==> src/rtl/load_store_unit.sv <==
// Load/store unit: runs one data-memory transaction per request over a req/ack bus.
// Handles byte/half/word sizing, byte-lane steering, load extension, alignment
// checks and an ack timeout. The core stalls while Busy is high.
module load_store_unit #(
    parameter int TIMEOUT = 15
) (
    input  logic        clk,
    input  logic        rst,
    input  logic        Start,
    input  logic        MemWrite,
    input  logic [2:0]  Funct3,
    input  logic [31:0] ALUResult,
    input  logic [31:0] WriteData,
    output logic [31:0] ReadData,
    output logic        Busy,
    output logic        Done,
    output logic        Fault,
    output logic        mem_req,
    output logic        mem_we,
    output logic [31:0] mem_addr,
    output logic [3:0]  mem_be,
    output logic [31:0] mem_wdata,
    input  logic        mem_ack,
    input  logic [31:0] mem_rdata
);

    localparam int CW = (TIMEOUT < 2) ? 1 : $clog2(TIMEOUT);
    localparam logic [CW-1:0] CNT_LAST = CW'(TIMEOUT - 1);

    typedef enum logic [1:0] {
        IDLE = 2'b00,
        REQ  = 2'b01,
        DONE = 2'b10
    } state_t;

    state_t        state_reg, state_next;
    logic          we_reg;
    logic [2:0]    f3_reg;
    logic [31:0]   addr_reg;
    logic [3:0]    be_reg;
    logic [31:0]   wdata_reg;
    logic [CW-1:0] cnt_reg;
    logic          fault_reg;
    logic [31:0]   rdata_reg;

    logic          accept_fault;
    logic [3:0]    be_next;
    wire  [31:0]   wdata_next;
    logic [31:0]   shifted;
    logic [31:0]   load_val;
    logic          timeout_hit;

    // Request screening and byte-enable pattern, computed from the live inputs at acceptance
    always_comb begin
        accept_fault = 1'b0;
        if (Funct3 == 3'b011 || Funct3 == 3'b110 || Funct3 == 3'b111)
            accept_fault = 1'b1;
        if (MemWrite && Funct3[2])
            accept_fault = 1'b1;
        if (Funct3[1:0] == 2'b01 && ALUResult[0])
            accept_fault = 1'b1;
        if (Funct3[1:0] == 2'b10 && ALUResult[1:0] != 2'b00)
            accept_fault = 1'b1;

        case (Funct3[1:0])
            2'b00:   be_next = 4'b0001 << ALUResult[1:0];
            2'b01:   be_next = 4'b0011 << ALUResult[1:0];
            default: be_next = 4'b1111;
        endcase
    end

    // Store data is replicated across lanes so the enabled lanes always carry the right bytes
    generate
        for (genvar gi = 0; gi < 4; gi++) begin : g_lane
            localparam int HALF_LANE = gi % 2;
            assign wdata_next[8*gi +: 8] =
                (Funct3[1:0] == 2'b00) ? WriteData[7:0] :
                (Funct3[1:0] == 2'b01) ? WriteData[8*HALF_LANE +: 8] :
                                         WriteData[8*gi +: 8];
        end
    endgenerate

    // Load extraction: move the addressed bytes to the bottom, then extend
    always_comb begin
        shifted = mem_rdata >> {addr_reg[1:0], 3'b000};
        case (f3_reg)
            3'b000:  load_val = {{24{shifted[7]}}, shifted[7:0]};
            3'b001:  load_val = {{16{shifted[15]}}, shifted[15:0]};
            3'b100:  load_val = {24'h000000, shifted[7:0]};
            3'b101:  load_val = {16'h0000, shifted[15:0]};
            default: load_val = shifted;
        endcase
    end

    assign timeout_hit = (cnt_reg == CNT_LAST);

    // Next-state logic for the IDLE -> REQ -> DONE sequence
    always_comb begin
        state_next = state_reg;
        case (state_reg)
            IDLE: if (Start) state_next = accept_fault ? DONE : REQ;
            REQ:  if (mem_ack || timeout_hit) state_next = DONE;
            DONE: state_next = IDLE;
            default: state_next = IDLE;
        endcase
    end

    // State, request capture, timeout counter, fault flag and load result registers
    always_ff @(posedge clk or negedge rst) begin
        if (!rst) begin
            state_reg <= IDLE;
            we_reg    <= 1'b0;
            f3_reg    <= 3'b000;
            addr_reg  <= 32'h0;
            be_reg    <= 4'h0;
            wdata_reg <= 32'h0;
            cnt_reg   <= '0;
            fault_reg <= 1'b0;
            rdata_reg <= 32'h0;
        end else begin
            state_reg <= state_next;
            case (state_reg)
                IDLE: begin
                    if (Start) begin
                        we_reg    <= MemWrite;
                        f3_reg    <= Funct3;
                        addr_reg  <= ALUResult;
                        be_reg    <= be_next;
                        wdata_reg <= wdata_next;
                        cnt_reg   <= '0;
                        fault_reg <= accept_fault;
                    end
                end
                REQ: begin
                    if (mem_ack) begin
                        fault_reg <= 1'b0;
                        if (!we_reg)
                            rdata_reg <= load_val;
                    end else if (timeout_hit) begin
                        fault_reg <= 1'b1;
                    end else begin
                        cnt_reg <= cnt_reg + 1'b1;
                    end
                end
                default: fault_reg <= 1'b0;
            endcase
        end
    end

    // Bus outputs are gated by the state so they read zero outside an active request
    assign mem_req   = (state_reg == REQ);
    assign mem_we    = mem_req & we_reg;
    assign mem_addr  = mem_req ? {addr_reg[31:2], 2'b00} : 32'h0;
    assign mem_be    = mem_req ? be_reg : 4'h0;
    assign mem_wdata = mem_req ? wdata_reg : 32'h0;

    assign Busy     = (state_reg != IDLE);
    assign Done     = (state_reg == DONE);
    assign Fault    = fault_reg & Done;
    assign ReadData = rdata_reg;

endmodule

==> config.mk <==
export PLATFORM = sky130hd
export DESIGN_NAME = load_store_unit
export DESIGN_NICKNAME = d
export VERILOG_FILES = /design/src/rtl/load_store_unit.sv
export SDC_FILE = /design/constraint.sdc
export NUM_CORES = 1
export LEC_CHECK = 0
export BUFFER_PORTS_ARGS = -buffer_cell sky130_fd_sc_hd__buf_2
export CAP_MARGIN = 25
export CORE_AREA = 3 3 107 109
export DETAILED_ROUTE_END_ITERATION = 8
export DIE_AREA = 0 0 110 112
export PLACE_DENSITY = 0.85
export SKIP_LAST_GASP = 1
export SLEW_MARGIN = 10
export SYNTH_ARGS = -nofsm -noshare
export SYNTH_HDL_FRONTEND = slang
export SYNTH_SLANG_ARGS = --single-unit
export TNS_END_PERCENT = 50
==> constraint.sdc <==
create_clock -name clk -period 5.35 [get_ports clk]
set_clock_uncertainty 0.1 [all_clocks]
set_input_delay 0.8025 -clock clk [delete_from_list [all_inputs] [get_ports clk]]
set_output_delay 0.8025 -clock clk [all_outputs]
set_load 0.05 [all_outputs]
==> flow_summary.toml <==
[floorplan]
ios = 209
num_rows = 38
die_width_um = 110
die_h_um = 112
start_util_pct = 52.9
die_area_um2 = 12300
coreArea_um2 = 10700

[cts]
clock_latency_ns = 0.36
ctsResizeCount = 0
cts_setup_buffers = 0
cts_buffers = 9
hold_buffers = 0
cts_sinks = 111
max-clock-path-buffers = 2
cts_root_buffer = "clkbuf_8"
tritoncts = "built"
clkTransAtPathRegs_ns = 0.11
htreeDepth = 3

[setup_path]
reg2reg_to = "ReadData[28]$_DFFE_PN0P_"
cp_data_arrival_time_ns = 2.30
cpMaxStageDelayCell = "inv_2"
cp_slowest_stage_delay_ns = 0.67
start_kind = "flip-flop"
cp.required_ns = 4.45
end_kind = "output pin"
r2r_setup_slack_ns = 2.34
reg2reg_depth = 6
path_class = "reg2out"
worstPathMaxFanout = 69
worstPathCellList = "nand2b_1, inv_2, and2_1, buf_2"
r2r-start = "state_reg[1]$_DFFE_PN0P_"

[global_routing]
antenna_found_initial = 2
grt_overflow_total = 0
grt_usage_pct = 24.5
grt_pass1_wl_mm = 24.0
grt_max_degree = 70
grt_pass1_vias = 4827

[final_layout]
final_util_pct = 64.9
nNetsFinal = 924
syn_to_final_growth_pct = 22.6
n_antenna_cell = 0
layout-drive-gt1-share_pct = 30.4

[logic_synthesis]
synth-main-ff-cell = "dfrtp_1"
synth_area_leader_cell = "dfrtp_1"
synth_top_area_share_pct = 49.1
synth_area_leaders = "dfrtp_1, nand2_1, and2_1"
ys_top_cells_by_count = "nand2_1, dfrtp_1, and2_1"
syn_area_per_cell_um2 = 8.85
synth_warnings = 0
netlist-cell-type-count = 42
async_flop_share_pct = 100
yosysSeqAreaShare_pct = 49.1
synth-edff-count = 0
synth_area_um2 = 5660
synth_cells = 640
ys_ff_latch = 111
yosysMostFrequentCell = "nand2_1"

[pwr]
power_mw = 4.55
max-vdd-ir-drop_uv = 375
power_density_nw_per_um2 = 655
p_leak_nw = 3.78

[drt]
avgViaCountPerCell = 5.23
drt_iter0_markers = 307
dr.pass1.iters = 5
postRouteAntennaNets = 0
post_drt_wl_per_cell_um = 15.7
finalWirelength_mm = 15.1
vias = 5039
drc = 0

[worst_hold_path]
min_from = "addr_reg[2]$_DFFE_PN0P_"
holdPathEnd = "addr_reg[2]$_DFFE_PN0P_"
hold_depth = 2
hold_path_class = "reg2reg"

[timing]
rsz0062_at_grt = "no"
max_freq_mhz = 312
worstMarginPinSlew_ns = 0.897
fin_hold_ws_ns = 0.376
post-route-period-util_pct = 59.9
slew-limit-headroom_pct = 40.1
drv_slew = 0
period_needed_ns = 3.21
setup_violations = 0
fin_tns_setup_ns = 0
hold_viol = 0

[job]
drv_cap = 0

[placement]
gp_congestion = 0.840
io_buffers = 206
place_hpwl_mm = 11.1

[status]
status = "finished, final reports clean"
==> metal layers <==
layer | track usage, % | vias up | share of wire (%)
li1 | - | 2454 | -
met1 | 33.8 | 2332 | 43
met2 | 39.1 | 223 | 47
met3 | 5.62 | 26 | 8.2
met4 | 6.07 | 4 | 1.5
met5 | 0 | - | 0.14
==> power by group <==
group	total (mW)	switching, mW	internal (mW)
clock	0.523	0.288	0.235
combinational	2.53	1.84	0.683
sequential	1.50	0.269	1.23
total	4.55	2.40	2.15
==> metrics by stage <==
step	cell area (um^2)	setup WS (ns)	instances
6_report	6940	2.14	963
3_3_place_gp	6730	2.46	947
3_5_place_dp	6730	2.34	947
4_1_cts	6940	2.10	963
2_1_floorplan	5670	2.62	641
5_1_grt	6940	1.94	963
==> area by class of cell <==
class / instances / area, um^2
clock buffers: 11 / 141
clock inverters: 5 / 65.1
fillers: 909 / 3760
inverters: 6 / 22.5
multi-input cells: 477 / 2670
flip-flops and latches: 111 / 2780
well taps: 140 / 175
repair buffers: 213 / 1090
==> how the worst max path moves through the flow <==
stage | start | slack (ns) | cells past startpoint | end
finish | state_reg[1]$_DFFE_PN0P_ | 2.14 | 4 | mem_wdata[7]
global route | state_reg[0]$_DFFE_PN0P_ | 1.94 | 4 | mem_we
CTS | state_reg[1]$_DFFE_PN0P_ | 2.10 | 4 | mem_we
detailed placement | state_reg[1]$_DFFE_PN0P_ | 2.34 | 6 | ReadData[28]$_DFFE_PN0P_
global placement | state_reg[1]$_DFFE_PN0P_ | 2.46 | 6 | ReadData[28]$_DFFE_PN0P_
floorplan | state_reg[1]$_DFFE_PN0P_ | 2.62 | 4 | mem_wdata[22]
==> cell usage in the layout, fill, tap and decap left out, types with 2 or more instances in the layout <==
cell type and count:
ha_1 2, and2_1 74, inv_1 5, nor3_1 2, inv_6 2, o21ai_1 8
clkinv_4 2, nand3_2 7, a221o_1 10, or4_1 2, a21oi_1 30, buf_2 205
a31oi_1 2, dfrtp_1 111, nor2_1 40, mux2_2 8, o31a_1 2, nor3b_1 2
nand3_1 9, o22ai_1 2, mux2i_1 41, nor2b_1 2, nand2_1 178, nand2b_1 2
buf_4 8, o2bb2ai_1 2, conb_1 2, o21ai_0 36, clkbuf_8 10
==> worst max-delay path: cells and delay by family, from the launching register on <==
family	cells	cell delay, ns
buf+inv	2	0.94
simple gates	2	0.53
flops	1	0.43
==> cells by family after synthesis <==
logic type	Yosys count	synth area share, %
AND/OR/NAND/NOR	325	26.9
AO/OA/AOI/OAI	97	10.2
multiplexers	50	9.24
adder cells (fa/ha/maj)	2	0.442
flip-flops	111	49.1
XOR/XNOR	1	0.155
other	1	0.0662
buffers and inverters	53	3.96
Power figures use the tool's default switching activity.
